`config.mk`:
```
export PLATFORM = sky130hd
export DESIGN_NAME = rx_serial_7e2_flat
export DESIGN_NICKNAME = d
export VERILOG_FILES = /design/src/rtl/rx_serial_7e2_if.sv /design/src/rtl/rx_serial_7e2.sv /design/src/flat_wrapper.sv
export SDC_FILE = /design/constraint.sdc
export NUM_CORES = 1
export LEC_CHECK = 0
export ABC_AREA = 1
export BUFFER_PORTS_ARGS = -buffer_cell sky130_fd_sc_hd__buf_2
export CORE_MARGIN = 2
export CORE_UTILIZATION = 38
export CTS_CLUSTER_DIAMETER = 40
export DETAILED_ROUTE_END_ITERATION = 8
export GPL_ROUTABILITY_DRIVEN = 0
export GPL_TIMING_DRIVEN = 0
export PLACE_DENSITY = 0.53
export SYNTH_ARGS = -nofsm -noshare
export SYNTH_HDL_FRONTEND = slang
export SYNTH_SLANG_ARGS = --single-unit
```
`constraint.sdc`:
```
create_clock -name clock -period 2.1 [get_ports clock]
set_clock_uncertainty 0.15 [all_clocks]
set_input_delay 0.63 -clock clock [delete_from_list [all_inputs] [get_ports clock]]
set_output_delay 0.63 -clock clock [all_outputs]
set_load 0.01 [all_outputs]
```
`src/rtl/rx_serial_7e2_if.sv`:
```
// Signal bundle between the 7E2 receiver and its line/consumer side.
// "master" is the side driving the line and acknowledging; "slave" is the receiver.
interface rx_serial_7e2_if;
    // Handshake: tem_dado rises with the pronto pulse at the end of a frame and stays high
    // until the consumer holds recebe high for one clock edge. A frame ending on the
    // same edge as recebe keeps tem_dado high. A new frame overwrites the data silently.
    logic       dado_serial;
    logic       recebe;
    logic [6:0] dados_ascii;
    logic       paridade_ok;
    logic       erro_parada;
    logic       pronto;
    logic       tem_dado;
    logic [3:0] db_estado;

    modport master (
        output dado_serial,
        output recebe,
        input  dados_ascii,
        input  paridade_ok,
        input  erro_parada,
        input  pronto,
        input  tem_dado,
        input  db_estado
    );

    modport slave (
        input  dado_serial,
        input  recebe,
        output dados_ascii,
        output paridade_ok,
        output erro_parada,
        output pronto,
        output tem_dado,
        output db_estado
    );
endinterface

```
`src/rtl/rx_serial_7e2.sv`:
```
// 7E2 serial receiver: 2-flop synchronizer, mid-bit sampling FSM, registered parallel outputs.
// Macro RX_PARIDADE_EN enables the even-parity check; undefined, paridade_ok reads 1 after each frame.
module rx_serial_7e2 #(
    parameter int M = 434
) (
    input logic           clock,
    input logic           reset,
    rx_serial_7e2_if.slave bus
);

    localparam int TW = (M > 2) ? $clog2(M) : 2;
    localparam logic [TW-1:0] HALF_LAST = TW'(M / 2 - 1);
    localparam logic [TW-1:0] FULL_LAST = TW'(M - 1);
    localparam logic [TW-1:0] TICK_ONE  = TW'(1);

    localparam logic [3:0] IDLE     = 4'd0;
    localparam logic [3:0] START    = 4'd1;
    localparam logic [3:0] DADOS    = 4'd2;
    localparam logic [3:0] PARIDADE = 4'd3;
    localparam logic [3:0] PARADA1  = 4'd4;
    localparam logic [3:0] PARADA2  = 4'd5;
    localparam logic [3:0] FIM      = 4'd6;

    logic          sync1;
    logic          s;
    logic          armed;
    logic [3:0]    state;
    logic [3:0]    next_state;
    logic [TW-1:0] tick;
    logic          tick_done;
    logic [2:0]    bit_cnt;
    logic [6:0]    shift;
    logic          stop_err;
    logic          leaving_idle;
`ifdef RX_PARIDADE_EN
    logic          parity_bit;
`endif

    logic [6:0]    dados_r;
    logic          paridade_r;
    logic          erro_r;
    logic          pronto_r;
    logic          tem_r;

    // Synchronizer resets low so a line held low across reset is never taken as a start;
    // armed then waits for a high level before the first falling edge is accepted.
    always_ff @(posedge clock or posedge reset) begin
        if (reset) begin
            sync1 <= 1'b0;
            s     <= 1'b0;
            armed <= 1'b0;
        end else begin
            sync1 <= bus.dado_serial;
            s     <= sync1;
            armed <= armed | s;
        end
    end

    assign leaving_idle = (state == IDLE) && armed && !s;
    assign tick_done    = (state == START) ? (tick == HALF_LAST) : (tick == FULL_LAST);

    always_comb begin
        next_state = state;
        case (state)
            IDLE:     if (leaving_idle) next_state = START;
            START:    if (tick_done) next_state = s ? IDLE : DADOS;
            DADOS:    if (tick_done && bit_cnt == 3'd6) next_state = PARIDADE;
            PARIDADE: if (tick_done) next_state = PARADA1;
            PARADA1:  if (tick_done) next_state = PARADA2;
            PARADA2:  if (tick_done) next_state = FIM;
            FIM:      next_state = IDLE;
            default:  next_state = IDLE;
        endcase
    end

    always_ff @(posedge clock or posedge reset) begin
        if (reset) begin
            state <= IDLE;
        end else begin
            state <= next_state;
        end
    end

    // Tick counter starts from 0 on entry to START so the first sample lands at mid start bit.
    always_ff @(posedge clock or posedge reset) begin
        if (reset) begin
            tick <= '0;
        end else if (state == IDLE || state == FIM || tick_done) begin
            tick <= '0;
        end else begin
            tick <= tick + TICK_ONE;
        end
    end

    always_ff @(posedge clock or posedge reset) begin
        if (reset) begin
            bit_cnt <= 3'd0;
        end else if (state == IDLE) begin
            bit_cnt <= 3'd0;
        end else if (state == DADOS && tick_done) begin
            bit_cnt <= bit_cnt + 3'd1;
        end
    end

    always_ff @(posedge clock or posedge reset) begin
        if (reset) begin
            shift    <= 7'd0;
            stop_err <= 1'b0;
        end else if (leaving_idle) begin
            shift    <= 7'd0;
            stop_err <= 1'b0;
        end else if (tick_done) begin
            if (state == DADOS) begin
                shift <= {s, shift[6:1]};
            end
            if ((state == PARADA1 || state == PARADA2) && !s) begin
                stop_err <= 1'b1;
            end
        end
    end

`ifdef RX_PARIDADE_EN
    always_ff @(posedge clock or posedge reset) begin
        if (reset) begin
            parity_bit <= 1'b0;
        end else if (state == PARIDADE && tick_done) begin
            parity_bit <= s;
        end
    end
`endif

    // FIM takes priority over recebe so a freshly delivered character is never lost.
    always_ff @(posedge clock or posedge reset) begin
        if (reset) begin
            dados_r    <= 7'd0;
            paridade_r <= 1'b0;
            erro_r     <= 1'b0;
            pronto_r   <= 1'b0;
            tem_r      <= 1'b0;
        end else begin
            pronto_r <= 1'b0;
            if (state == FIM) begin
                dados_r    <= shift;
`ifdef RX_PARIDADE_EN
                paridade_r <= ~(^{shift, parity_bit});
`else
                paridade_r <= 1'b1;
`endif
                erro_r     <= stop_err;
                pronto_r   <= 1'b1;
                tem_r      <= 1'b1;
            end else if (bus.recebe) begin
                tem_r <= 1'b0;
            end
        end
    end

    assign bus.dados_ascii = dados_r;
    assign bus.paridade_ok = paridade_r;
    assign bus.erro_parada = erro_r;
    assign bus.pronto      = pronto_r;
    assign bus.tem_dado    = tem_r;
    assign bus.db_estado   = state;

endmodule

```
`src/flat_wrapper.sv`:
```
// flat-port wrapper written by rule: the top's interface ports become plain ports
module rx_serial_7e2_flat 
#(
    parameter int M = 434
)
  (clock, reset, bus_dado_serial, bus_recebe, bus_dados_ascii, bus_paridade_ok, bus_erro_parada, bus_pronto, bus_tem_dado, bus_db_estado);
  rx_serial_7e2_if bus_i ();
  input logic clock;
  input logic reset;
  input wire logic [$bits(bus_i.dado_serial)-1:0] bus_dado_serial;
  input wire logic [$bits(bus_i.recebe)-1:0] bus_recebe;
  output wire logic [$bits(bus_i.dados_ascii)-1:0] bus_dados_ascii;
  output wire logic [$bits(bus_i.paridade_ok)-1:0] bus_paridade_ok;
  output wire logic [$bits(bus_i.erro_parada)-1:0] bus_erro_parada;
  output wire logic [$bits(bus_i.pronto)-1:0] bus_pronto;
  output wire logic [$bits(bus_i.tem_dado)-1:0] bus_tem_dado;
  output wire logic [$bits(bus_i.db_estado)-1:0] bus_db_estado;
  assign bus_i.dado_serial = bus_dado_serial;
  assign bus_i.recebe = bus_recebe;
  assign bus_dados_ascii = bus_i.dados_ascii;
  assign bus_paridade_ok = bus_i.paridade_ok;
  assign bus_erro_parada = bus_i.erro_parada;
  assign bus_pronto = bus_i.pronto;
  assign bus_tem_dado = bus_i.tem_dado;
  assign bus_db_estado = bus_i.db_estado;
  rx_serial_7e2 #(.M(M)) u_core (.clock(clock), .reset(reset), .bus(bus_i));
endmodule
```
==> impl_metrics.json, run 1 <==
{
  "path_class": "reg2reg",
  "cts_tree": "yes",
  "avgSynthCellArea_sq_um": 8.34,
  "setup_ws_ps": 314,
  "p_leak_nw": 1.08,
  "drv_cap": 0,
  "vias": 1351,
  "worstHoldStart": "u_core.sync1",
  "cp.arrival_ps": 1810,
  "hold_viol": 0,
  "start_util_pct": 39.0,
  "netlist_area_sq_mm": 0.00182,
  "wl_per_cell_um": 11.1,
  "irDropWorstVdd_mv": 0.810,
  "drive_above_1_share_pct": 19.4,
  "ys_ff_latch": 37,
  "status": "finished, final reports clean",
  "hold_buffers": 0,
  "finish.utilization_pct": 44.5,
  "r2r-end": "u_core.bus.db_estado[1]",
  "antenna_found_initial": 0,
  "slew_headroom_pct": 49.4,
  "instances_no_fill": 296,
  "die_h_um": 73.2,
  "area_growth_pct": 14.1,
  "timing.critical_path.cells": "inv_2, nand2_2, nor2_4, nand2_2, nand2_4, nand3_4, a21oi_2, nand2_1, nand2_1, nand2_1",
  "wl_um": 3280,
  "drtIter0Drc": 51,
  "cpPeakStageDelay_ps": 470,
  "fillers": 479,
  "postCtsResizedCells": 0,
  "die_x_um": 73.2,
  "synth_mux_area_share_pct": 0,
  "numClockSinks": 37,
  "cp_slowest_cell": "dfrtp_1",
  "firstDrtPassIters": 4,
  "ff2ff_path_depth": 10,
  "syn_nets": 225,
  "synthAdderAreaFrac_pct": 2.06,
  "grt_pass1_vias": 1311,
  "post_cts_buffers": 0,
  "grt_setup_unrepaired": "false",
  "die_area_sq_mm": 0.00535,
  "yosys.area_share.simple_pct": 32.5,
  "ys.flop_type": "dfrtp_1",
  "synth_edf_count": 0,
  "clk_path_buf_depth": 2,
  "min_path_type": "reg2reg",
  "num_rows": 25,
  "drcViolationCount": 0,
  "cts_made_buffers": 5,
  "synth_compound_area_share_pct": 5.85,
  "setup_tns_ps": 0,
  "stdcell_area_sq_mm": 0.00207,
  "dp_hpwl_um": 2390,
  "p_per_area_mw_per_mm2": 1040,
  "tightest_slew_ps": 758,
  "setup_viol": 0,
  "timing.final.crit_share_pct": 85.0,
  "ant_nets": 0,
  "vias_per_cell": 4.56,
  "synth-warning-count": 0,
  "portBuffers": 17,
  "postSynth.asyncResetShare_pct": 100,
  "gr-total-overflow": 0,
  "regToRegSetupSlack_ps": 310,
  "crit_path_end_kind": "flop",
  "track_usage_pct": 14.2,
  "clock_latency_ps": 290,
  "ys_types": 29,
  "crit_required_ps": 2130,
  "place_area_sq_mm": 0.00197,
  "synthXorXnorAreaFrac_pct": 1.45,
  "cp-start-kind": "flop",
  "fmax_ghz": 0.560,
  "drv_slew": 0,
  "place_ws_ps": 290,
  "whs_ps": 199,
  "grt_pass1_wl_um": 5840,
  "layout_min_cycle_time_ps": 1790,
  "cts-root-buf": "clkbuf_8",
  "nets": 249,
  "synth_top_family_by_area": "simple AND/OR/NAND/NOR gates",
  "ys_seq_area_share_pct": 50.9,
  "antenna_cells": 0,
  "min_to": "u_core.s",
  "hold_depth": 0,
  "core_area_sq_mm": 0.00466,
  "p_total_mw": 2.17,
  "placedCellCount": 289,
  "crit_path_max_fanout": 7,
  "syn_inst": 218,
  "grt_max_degree": 38,
  "path_common_cell": "nand2_1",
  "path_clk_slew_ps": 70,
  "ios": 19,
  "r2r_start": "u_core.bus.db_estado[2]",
  "htreeDepth": 2
}
[cell usage in the layout, fill, tap and decap left out, drive strengths merged]
master,synthesis,routed
nand3b,1,1
clkinv,0,1
a21boi,1,1
buf,2,19
nand2,68,68
a211o,1,1
nand4,2,2
conb,1,1
or2,1,1
xor2,3,3
inv,29,29
nand3,15,15
o21ai,12,12
nor3,5,5
nor2,28,28
nor3b,4,4
clkbuf,0,5
bufinv,0,1
dfrtp,37,37
ha,3,3
a21oi,5,5
[worst max-delay path by stage]
stage,startpoint,depth (start not counted),to
2_1_floorplan,u_core.bus.db_estado[2],10,u_core.bus.db_estado[1]
3_3_place_gp,reset,2,u_core.bus.db_estado[1]
3_5_place_dp,u_core.bus.db_estado[2],7,u_core.tick[5]
6_report,u_core.bus.db_estado[2],10,u_core.bus.db_estado[1]
4_1_cts,u_core.bus.db_estado[2],7,u_core.tick[5]
5_1_grt,u_core.bus.db_estado[1],9,u_core.bus.db_estado[0]
[kinds of logic (layout without fill, tap and decap cells)]
| logic type | Yosys count | count (layout) |
|---|---|---|
| AOI/OAI and AO/OA | 19 | 19 |
| xor gates and xnor gates | 3 | 3 |
| adders and majority gates | 3 | 3 |
| buffers and inverters | 31 | 55 |
| DFF | 37 | 37 |
| other | 1 | 1 |
| and+or+nand+nor | 124 | 124 |
[synthesized netlist by cell type (all sizes together) (2+ instances only)]
library cell,count,share of area (%)
nand2,68,15
dfrtp,37,51
inv,29,6.0
nor2,28,7.3
nand3,15,5.1
o21ai,12,3.3
a21oi,5,1.6
nor3,5,2.0
nor3b,4,1.7
ha,3,2.1
xor2,3,1.4
buf,2,1.0
nand4,2,0.69
[per-layer routing]
layer  up-vias  track usage [%]  wire (um)
met4         0             6.17         63
met1       591             17.8       1650
li1        730                -          -
met2        23             22.9       1470
met3         7             3.73         99
met5         -                0          0
[report_power, final]
| part | leakage [nW] | switching (mW) | internal [mW] | total [mW] |
|---|---|---|---|---|
| Combinational | 0.530 | 0.444 | 0.237 | 0.681 |
| Sequential | 0.495 | 0.0979 | 0.798 | 0.896 |
| Clock | 0.0540 | 0.245 | 0.345 | 0.590 |
[area by class of cell]
cell class                 count  area (sq um)  share of cell area [%]
multi-input combinational    150           764                    36.9
buffer                         2          18.8                   0.905
tap                           54          67.6                    3.26
clock inverter                 2          35.0                    1.69
timing repair buffer          17          85.1                    4.10
inverter                      29           109                    5.25
clock buffer                   5          68.8                    3.32
sequential                    37           926                    44.6
[sequential cells by signal, summed over array words and instances, names as in the netlist, 3 cells and up]
signal                  flops
u_core.bit_cnt              3
u_core.bus.dados_ascii      7
u_core.bus.db_estado        3
u_core.shift                7
u_core.tick                 9
[worst max-delay path: cells and delay by family, from the launching register on]
| family | cells | cell delay, ps |
|---|---|---|
| AOI/OAI and AO/OA | 1 | 220 |
| and+or+nand+nor | 8 | 710 |
| DFF | 1 | 470 |
| buffers and inverters | 1 | 130 |
Power figures use the tool's default switching activity.
==> run 2, diff against run 1 <==
--- a/config.mk
+++ b/config.mk
@@ -7,12 +7,12 @@
 export LEC_CHECK = 0
 export ABC_AREA = 1
 export BUFFER_PORTS_ARGS = -buffer_cell sky130_fd_sc_hd__buf_2
-export CORE_MARGIN = 2
 export CORE_UTILIZATION = 38
 export CTS_CLUSTER_DIAMETER = 40
 export DETAILED_ROUTE_END_ITERATION = 8
 export GPL_ROUTABILITY_DRIVEN = 0
 export GPL_TIMING_DRIVEN = 0
+export HOLD_SLACK_MARGIN = 0.05
 export PLACE_DENSITY = 0.53
 export SYNTH_ARGS = -nofsm -noshare
 export SYNTH_HDL_FRONTEND = slang
==> impl_metrics.json, run 2 (synthesized netlist as in run 1, its figures left out) <==
{
  "cts-root-buf": "clkbuf_8",
  "path_clk_slew_ps": 70,
  "cpPeakStageDelay_ps": 460,
  "portBuffers": 17,
  "slew_headroom_pct": 49.3,
  "die_area_sq_mm": 0.00506,
  "cts_tree": "yes",
  "wl_per_cell_um": 11.5,
  "vias_per_cell": 4.78,
  "whs_ps": 201,
  "antenna_found_initial": 0,
  "path_common_cell": "nand2_1",
  "gr-total-overflow": 0,
  "stdcell_area_sq_mm": 0.00206,
  "drv_cap": 0,
  "firstDrtPassIters": 6,
  "crit_path_end_kind": "flop",
  "hold_buffers": 0,
  "largest_reg_flops": 9,
  "largest-register": "u_core.tick",
  "die_h_um": 71.2,
  "drv_slew": 0,
  "drtIter0Drc": 61,
  "ios": 19,
  "cp-start-kind": "flop",
  "p_per_area_mw_per_mm2": 1010,
  "cp.arrival_ps": 1830,
  "htreeDepth": 2,
  "timing.critical_path.cells": "nor2_2, nand2_2, nor3_4, nor2_1, a21oi_2, nand2_1, nand2_1, nand2_1",
  "area_growth_pct": 13.2,
  "die_x_um": 71.2,
  "p_leak_nw": 1.07,
  "start_util_pct": 40.6,
  "vias": 1406,
  "worstHoldStart": "u_core.sync1",
  "grt_pass1_wl_um": 6120,
  "tightest_slew_ps": 760,
  "drive_above_1_share_pct": 19.4,
  "path_class": "reg2reg",
  "cpLargestDelayFamily": "simple AND/OR/NAND/NOR gates",
  "cp_slowest_cell": "dfrtp_1",
  "layout_common_cells": "nand2_1 (63), dfrtp_1 (37), inv_1 (24)",
  "grt_max_degree": 38,
  "antenna_cells": 0,
  "fmax_ghz": 0.554,
  "setup_viol": 0,
  "nets": 249,
  "clk_path_buf_depth": 2,
  "crit_path_max_fanout": 7,
  "status": "finished, final reports clean",
  "postCtsResizedCells": 0,
  "track_usage_pct": 15.8,
  "dp_hpwl_um": 2410,
  "numClockSinks": 37,
  "grt_setup_unrepaired": "false",
  "p_total_mw": 2.09,
  "clock_latency_ps": 290,
  "min_path_type": "reg2reg",
  "finish.utilization_pct": 46.0,
  "timing.final.crit_share_pct": 85.9,
  "core_area_sq_mm": 0.00447,
  "cts_made_buffers": 5,
  "final_common_cell": "nand2_1",
  "place_area_sq_mm": 0.00197,
  "r2r_start": "u_core.bus.db_estado[2]",
  "crit_required_ps": 2130,
  "ant_nets": 0,
  "num_rows": 24,
  "crit_buf_inv": 0,
  "hold_viol": 0,
  "grt_pass1_vias": 1355,
  "post_cts_buffers": 0,
  "drcViolationCount": 0,
  "fillers": 470,
  "layout_min_cycle_time_ps": 1800,
  "worstSetupStartpoint": "u_core.bus.db_estado[2]",
  "irDropWorstVdd_mv": 0.377,
  "wl_um": 3390
}
run 2: cell types whose count changed in the layout (fill, tap and decap cells not counted), sizes merged:
cell / previous run / this run
bufinv: 1 / 0
clkbuf: 5 / 6
clkinv: 1 / 0
clkinvlp: 0 / 1
run 2: layer usage:
metal / vias up / global-route usage [%] / wire, um
li1: 728 / - / -
met1: 650 / 20.6 / 1730
met2: 19 / 24.2 / 1480
met3: 9 / 4.27 / 97
met4: 0 / 8.00 / 82
met5: - / 0 / 0
run 2: final cells by class:
class / count / area [sq um] / share of cell area (%)
Multi-Input combinational cell: 150 / 764 / 37.1
Sequential cell: 37 / 926 / 45.0
Clock buffer: 6 / 82.6 / 4.01
Tap cell: 52 / 65.1 / 3.16
Clock inverter: 1 / 7.51 / 0.365
Buffer: 2 / 18.8 / 0.912
Timing Repair Buffer: 17 / 85.1 / 4.13
Inverter: 29 / 109 / 5.29
run 2: path summary, 6_finish.rpt:
path,to,slack (ps),cells after the start
min in group asynchronous,u_core.tick[2],320,2
max in group asynchronous,u_core.bus.db_estado[1],990,2
max reg2reg,u_core.bus.db_estado[1],300,8
min,u_core.s,200,0
max,u_core.bus.db_estado[1],300,8
min reg2reg,u_core.s,200,0
run 2: report_power, final:
part	internal [mW]	switching (mW)
Sequential	0.798	0.0987
Clock	0.259	0.248
Combinational	0.237	0.448
Total	1.29	0.794
run 2: stage by stage:
stage               cells  setup TNS, ps  setup WS [ps]
detailed placement    287              0            291
global route          294              0            130
floorplan             218              0            465
finish                294              0            296
CTS                   294              0            267
global placement      287          -1630          -46.9
